<file path="config.mk">
export PLATFORM = sky130hd
export DESIGN_NAME = rv_multicycle_ctrl
export DESIGN_NICKNAME = d
export VERILOG_FILES = /design/src/rtl/rv_multicycle_ctrl.sv
export SDC_FILE = /design/constraint.sdc
export NUM_CORES = 1
export LEC_CHECK = 0
export BUFFER_PORTS_ARGS = -buffer_cell sky130_fd_sc_hd__buf_2
export CAP_MARGIN = 5
export CORE_MARGIN = 2
export CORE_UTILIZATION = 61
export CTS_CLUSTER_DIAMETER = 120
export DETAILED_ROUTE_END_ITERATION = 8
export GPL_TIMING_DRIVEN = 0
export HOLD_SLACK_MARGIN = 0.08
export PLACE_DENSITY_LB_ADDON = 0.3
export SKIP_LAST_GASP = 1
export SLEW_MARGIN = 20
export SYNTH_ARGS = -nofsm -noshare
export SYNTH_HDL_FRONTEND = slang
export SYNTH_SLANG_ARGS = --single-unit
</file>
<file path="constraint.sdc">
create_clock -name clk -period 4.15 [get_ports clk]
set_input_delay 0.415 -clock clk [delete_from_list [all_inputs] [get_ports clk]]
set_output_delay 0.415 -clock clk [all_outputs]
set_load 0.02 [all_outputs]
</file>
<file path="src/rtl/rv_multicycle_ctrl.sv">
// Multi-cycle RV32I control FSM: sequences fetch/decode/execute/memory/writeback,
// drives memory handshakes, datapath enables and mux selects, and traps stickily.
module rv_multicycle_ctrl #(
    parameter int unsigned MEM_TIMEOUT = 255,
    parameter int unsigned CNT_W       = 32
) (
    input  logic             clk,
    input  logic             rst,
    input  logic [6:0]       opcode,
    input  logic [4:0]       rd,
    input  logic             branch_taken,
    output logic             imem_req,
    input  logic             imem_ready,
    output logic             dmem_req,
    output logic             dmem_we,
    input  logic             dmem_ready,
    output logic             ir_we,
    output logic             pc_we,
    output logic [1:0]       pc_sel,
    output logic [1:0]       alu_a_sel,
    output logic             alu_b_sel,
    output logic             rf_we,
    output logic [1:0]       wb_sel,
    output logic             trap,
    output logic [1:0]       trap_cause,
    output logic [2:0]       state,
    output logic [CNT_W-1:0] instret
);

    typedef enum logic [2:0] {
        StFetch  = 3'd0,
        StDecode = 3'd1,
        StExec   = 3'd2,
        StMem    = 3'd3,
        StWb     = 3'd4,
        StTrap   = 3'd5
    } state_e;

    typedef enum logic [3:0] {
        ClsR, ClsIalu, ClsLoad, ClsStore, ClsBranch,
        ClsJal, ClsJalr, ClsLui, ClsAuipc, ClsFence
    } class_e;

    state_e           state_q;
    class_e           cls_q;
    class_e           dec_cls;
    logic             dec_legal;
    logic             dec_sys;
    logic [1:0]       cause_q;
    logic [31:0]      wait_q;
    logic [CNT_W-1:0] instret_q;
    logic             timeout_hit;

    assign timeout_hit = (MEM_TIMEOUT != 0) && (wait_q == MEM_TIMEOUT);

    always_comb begin
        dec_cls   = ClsR;
        dec_legal = 1'b1;
        dec_sys   = 1'b0;
        case (opcode)
            7'b0110011: dec_cls = ClsR;
            7'b0010011: dec_cls = ClsIalu;
            7'b0000011: dec_cls = ClsLoad;
            7'b0100011: dec_cls = ClsStore;
            7'b1100011: dec_cls = ClsBranch;
            7'b1101111: dec_cls = ClsJal;
            7'b1100111: dec_cls = ClsJalr;
            7'b0110111: dec_cls = ClsLui;
            7'b0010111: dec_cls = ClsAuipc;
            7'b0001111: dec_cls = ClsFence;
            7'b1110011: begin
                dec_legal = 1'b0;
                dec_sys   = 1'b1;
            end
            default:    dec_legal = 1'b0;
        endcase
    end

    always_ff @(posedge clk) begin
        if (rst) begin
            state_q   <= StFetch;
            cls_q     <= ClsR;
            cause_q   <= 2'd0;
            wait_q    <= '0;
            instret_q <= '0;
        end else begin
            unique case (state_q)
                StFetch: begin
                    // Ready on the timeout cycle still counts as a successful fetch.
                    if (imem_ready) begin
                        state_q <= StDecode;
                        wait_q  <= '0;
                    end else if (timeout_hit) begin
                        state_q <= StTrap;
                        cause_q <= 2'd2;
                    end else begin
                        wait_q <= wait_q + 32'd1;
                    end
                end
                StDecode: begin
                    if (dec_legal) begin
                        cls_q   <= dec_cls;
                        state_q <= StExec;
                    end else begin
                        state_q <= StTrap;
                        cause_q <= dec_sys ? 2'd1 : 2'd0;
                    end
                end
                StExec: begin
                    wait_q <= '0;
                    if (cls_q == ClsBranch) begin
                        state_q   <= StFetch;
                        instret_q <= instret_q + CNT_W'(1);
                    end else if (cls_q == ClsLoad || cls_q == ClsStore) begin
                        state_q <= StMem;
                    end else begin
                        state_q <= StWb;
                    end
                end
                StMem: begin
                    if (dmem_ready) begin
                        wait_q <= '0;
                        if (cls_q == ClsStore) begin
                            state_q   <= StFetch;
                            instret_q <= instret_q + CNT_W'(1);
                        end else begin
                            state_q <= StWb;
                        end
                    end else if (timeout_hit) begin
                        state_q <= StTrap;
                        cause_q <= 2'd3;
                    end else begin
                        wait_q <= wait_q + 32'd1;
                    end
                end
                StWb: begin
                    wait_q    <= '0;
                    state_q   <= StFetch;
                    instret_q <= instret_q + CNT_W'(1);
                end
                StTrap: ;
                default: begin
                    state_q <= StTrap;
                    cause_q <= 2'd0;
                end
            endcase
        end
    end

    // Outputs are forced low for the whole reset cycle, not just after it.
    always_comb begin
        imem_req   = 1'b0;
        ir_we      = 1'b0;
        dmem_req   = 1'b0;
        dmem_we    = 1'b0;
        pc_we      = 1'b0;
        pc_sel     = 2'd0;
        alu_a_sel  = 2'd0;
        alu_b_sel  = 1'b0;
        rf_we      = 1'b0;
        wb_sel     = 2'd0;
        trap       = 1'b0;
        trap_cause = 2'd0;
        if (!rst) begin
            case (state_q)
                StFetch: begin
                    imem_req = 1'b1;
                    ir_we    = imem_ready;
                end
                StExec: begin
                    case (cls_q)
                        ClsIalu, ClsLoad, ClsStore, ClsJalr: alu_b_sel = 1'b1;
                        ClsLui: begin
                            alu_a_sel = 2'd2;
                            alu_b_sel = 1'b1;
                        end
                        ClsAuipc: begin
                            alu_a_sel = 2'd1;
                            alu_b_sel = 1'b1;
                        end
                        ClsBranch: begin
                            pc_we  = 1'b1;
                            pc_sel = branch_taken ? 2'd1 : 2'd0;
                        end
                        default: ;
                    endcase
                end
                StMem: begin
                    dmem_req = 1'b1;
                    dmem_we  = (cls_q == ClsStore);
                    pc_we    = dmem_ready && (cls_q == ClsStore);
                end
                StWb: begin
                    rf_we  = (rd != 5'd0) && (cls_q != ClsFence);
                    pc_we  = 1'b1;
                    wb_sel = (cls_q == ClsLoad) ? 2'd1 :
                             (cls_q == ClsJal || cls_q == ClsJalr) ? 2'd2 : 2'd0;
                    pc_sel = (cls_q == ClsJal) ? 2'd1 : (cls_q == ClsJalr) ? 2'd2 : 2'd0;
                end
                StTrap: begin
                    trap       = 1'b1;
                    trap_cause = cause_q;
                end
                default: ;
            endcase
        end
    end

    assign state   = rst ? 3'd0 : state_q;
    assign instret = rst ? '0 : instret_q;

endmodule

</file>
==> impl_metrics.csv <==
group,metric,value,unit
setup_path,crit_path_end_kind,"output pin",
clock_network,tritoncts.num_buffers,9,
drt,drt_drc_violations_left,0,
floorplanning,pin_count,68,
power_and_ir_drop,switching_power_summed_over_all_nets,0.364,mW
layout,nNetsFinal,642,
timing,max_freq,0.356,GHz
synthesis,yosysSeqAreaShare,0.343,
clock_network,cts_setup_buffers,0,
placed_design,worst_slack_at_placement,1.34,ns
global_routing,number_of_antenna_violations_at_the_first_check_in_global_routing,0,
setup_path,cp.arrival,2.39,ns
timing,final_clock_skew,0.00599,ns
timing,timing.final.hold_violations,0,
layout,post_layout_instance_count_excluding_filler_cells,708,
global_routing,grt.total_usage,0.284,
setup_path,cp_top_family,"buffers and inverters",
clock_network,cts_root_buf,"sky130_fd_sc_hd__clkbuf_8",
floorplanning,floorplan.initialDensity,0.630,
layout,fraction_of_final_layout_cells_sized_beyond_drive_strength_1,0.158,
power_and_ir_drop,power.clock.fraction,0.444,
timing,fin_crit_sh,0.676,
layout,filler_instances,538,
drt,via_per_inst,6.13,
power_and_ir_drop,ir_worst_vdd,0.202,mV
timing,layout_min_cycle_time,2.81,ns
floorplanning,chipHeight,87.5,um
floorplanning,core_region_area,6760,um^2
layout,antenna_cells,0,
synthesis,netlist-cell-type-count,53,
setup_path,timing.critical_path.fanout_max,10,
global_routing,number_of_global_route_vias_before_repair,3788,
setup_path,critical-path-top-cell-by-count,"sky130_fd_sc_hd__clkbuf_1",
synthesis,postSynthRegisterBits,73,
drt,route.detailed.wl_per_inst,15.1,um
drt,drt_pre_antenna_iters,5,
power_and_ir_drop,p_int,1.14,mW
layout,flow.area_growth_from_synthesis,15.4,%
clock_network,hold_buffers,0,
clock_network,clock_insertion_delay_worst_skew,0.35,ns
setup_path,cpMaxStageDelayCell,"sky130_fd_sc_hd__clkbuf_1",
setup_path,worst_setup_path_start_kind,"primary input",
clock_network,clockBufferDepth,2,
power_and_ir_drop,power.share.sequential,0.471,
clock_network,cts.repair.resized,0,
placed_design,placed_cells_incl_taps,692,
floorplanning,placement_rows,30,
power_and_ir_drop,p_sw_frac,0.241,
synthesis,ys.warnings.count,0,
timing,grt_setup_unrepaired,"false",
power_and_ir_drop,report.power.total,1.51,mW
synthesis,cell_count_after_synthesis,548,
job,max_cap_violations,0,
power_and_ir_drop,pwr-share-comb,0.085,
min_path,hold_class,"in -> reg",
global_routing,maximum_number_of_pins_on_one_net_before_global_route_repair,13,
clock_network,clock_tree_from_tritoncts,"yes",
clock_network,clock_tree.htree_level_count,3,
drt,dr.first_iter.drc_count,254,
min_path,holdCritStartpoint,"dmem_ready",
timing,post-route-worst-setup-slack,1.34,ns
timing,final_setup_violation_count,0,
placed_design,portBuffers,64,
setup_path,worstPathCellList,"clkbuf_1, clkbuf_1, clkbuf_1, buf_1, nor2_1, buf_2",
timing,relSlewSlack,0.609,
power_and_ir_drop,cellLeakagePower,1.80,nW
drt,route.final.wire_length,10.7,mm
timing,timing.hold.ws,0.437,ns
drt,detailroute.via_count,4340,
timing,max_slew.worst_pin.slew,0.582,ns
synthesis,postSynthNetCount,567,
synthesis,post_synth_instance_area,4260,um^2
setup_path,critical_path.max_stage_delay,0.47,ns
setup_path,worst-endpoint-required,3.73,ns
floorplanning,die_width,87.5,um
global_routing,global_route.overflow_total,0,
clock_network,clkTransAtPathRegs,0.07,ns
drt,route.antenna.remaining_nets,0,
outcome,outcome,"completed",
placed_design,dpl.hpwl,7.71,mm
synthesis,synth_ff_type,"sky130_fd_sc_hd__dfxtp_1",
setup_path,startpoint,"rst",
synthesis,syn_area_per_cell,7.77,um^2
clock_network,cts.sinks,73,
timing,tns,0,ns
placed_design,gp_routability_congestion,0.894,
floorplanning,dieArea,7660,um^2
setup_path,path_buf_inv,5,
power_and_ir_drop,power.density,307,nW/um^2
setup_path,critical_path.reg2reg.startpoint,"state_q[2]",
synthesis,synth_enable_flop_cells,0,
setup_path,path_class,"in -> out",
synthesis,ys_async_sr_fraction,0,
timing,final_max_slew_viol_count,0,
global_routing,grt_pass1_wl,17.4,mm
[per-layer routing]
metal / wire length [um] / part of all wire / vias to the layer above / track usage
li1: - / - / 2114 / -
met1: 4640 / 0.43 / 2042 / 0.374
met2: 5120 / 0.48 / 168 / 0.467
met3: 762 / 0.071 / 16 / 0.0607
met4: 142 / 0.013 / 0 / 0.0881
met5: 0 / 0 / - / 0
[path summary, 6_finish.rpt]
check | slack (ns) | to | cells after the start
min reg2reg | 0.46 | cause_q[1] | 2
min | 0.44 | state_q[0] | 3
max | 1.34 | instret[13] | 6
max reg2reg | 1.58 | wait_q[19] | 8
[power groups by stage]
stage / Sequential (mW) / Clock [mW] / Combinational, mW
after global placement: 0.726 / 0 / 0.121
after detailed placement: 0.727 / 0 / 0.125
after floorplan: 0.725 / 0 / 0.0865
after CTS: 0.710 / 0.672 / 0.126
after global routing: 0.711 / 0.705 / 0.140
final: 0.710 / 0.670 / 0.128
[placed cells by master, fill, tap and decap left out, drive strengths merged, types with 16 or more instances in the layout]
master	n
or4	18
inv	16
buf	76
nor2b	29
nor4	21
nor2	64
a21oi	21
or3	16
xnor2	27
o21ai	25
dfxtp	73
nand3	22
clkbuf	36
nand2	39
nor3	32
[per-stage QoR]
step	instance area, um^2	util
after detailed placement	4680	0.692
after global routing	4910	0.727
after global placement	4680	0.692
after floorplan	4260	-
after CTS	4910	0.727
final	4910	0.727
[synthesized netlist by cell type, drive strengths merged, types with 6 or more instances]
cell    number  area [um^2]
and4         9         78.8
nor3        32          160
nor4        21          146
dfxtp       73         1460
nand4       13         96.3
nand2       39          146
nor2        64          240
buf         12         62.6
a21oi       21          105
inv         16         60.1
nand3       22          110
or4         18          139
o21ai       25          125
nor2b       29          181
nor3b        6         50.1
o31ai        8         60.1
or3         16          100
xnor2       27          236
mux2        11          124
mux2i        6         60.1
and2         7         43.8
nand2b       7         43.8
clkbuf      25         93.8
[area by class of cell]
| cell class | instances | area, um^2 | share of cell area |
|---|---|---|---|
| Multi-Input combinational cell | 421 | 2570 | 0.524 |
| Inverter | 17 | 63.8 | 0.0130 |
| Buffer | 37 | 156 | 0.0318 |
| Timing Repair Buffer | 64 | 320 | 0.0652 |
| Clock buffer | 11 | 131 | 0.0268 |
| Tap cell | 80 | 100 | 0.0204 |
| Sequential cell | 73 | 1460 | 0.298 |
| Clock inverter | 5 | 104 | 0.0211 |
[state kept, by name, summed over array words and instances, names as in the netlist]
signal,cells
wait_q,32
cls_q,4
instret_q,32
state_q,3
cause_q,2
[worst reg2reg max path, cell delays in order, from the launching register on]
cell and delay [ns]:
sky130_fd_sc_hd__dfxtp_1 0.30, sky130_fd_sc_hd__buf_2 0.19, sky130_fd_sc_hd__clkinv_1 0.26, sky130_fd_sc_hd__a211oi_1 0.40, sky130_fd_sc_hd__or2_2 0.17, sky130_fd_sc_hd__clkbuf_1 0.20
sky130_fd_sc_hd__buf_1 0.40, sky130_fd_sc_hd__clkbuf_1 0.42, sky130_fd_sc_hd__nor2_1 0.11
[kinds of logic after synthesis]
family                   Yosys count  synth area share
AND/OR/NAND/NOR                  295             0.383
flip-flops                        73             0.343
buffers and inverters             54            0.0517
AO/OA/AOI/OAI                     76             0.108
XOR/XNOR                          31            0.0638
multiplexers                      17            0.0432
adder cells (fa/ha/maj)            2           0.00588
No activity file was read; power rests on OpenSTA's default activity.
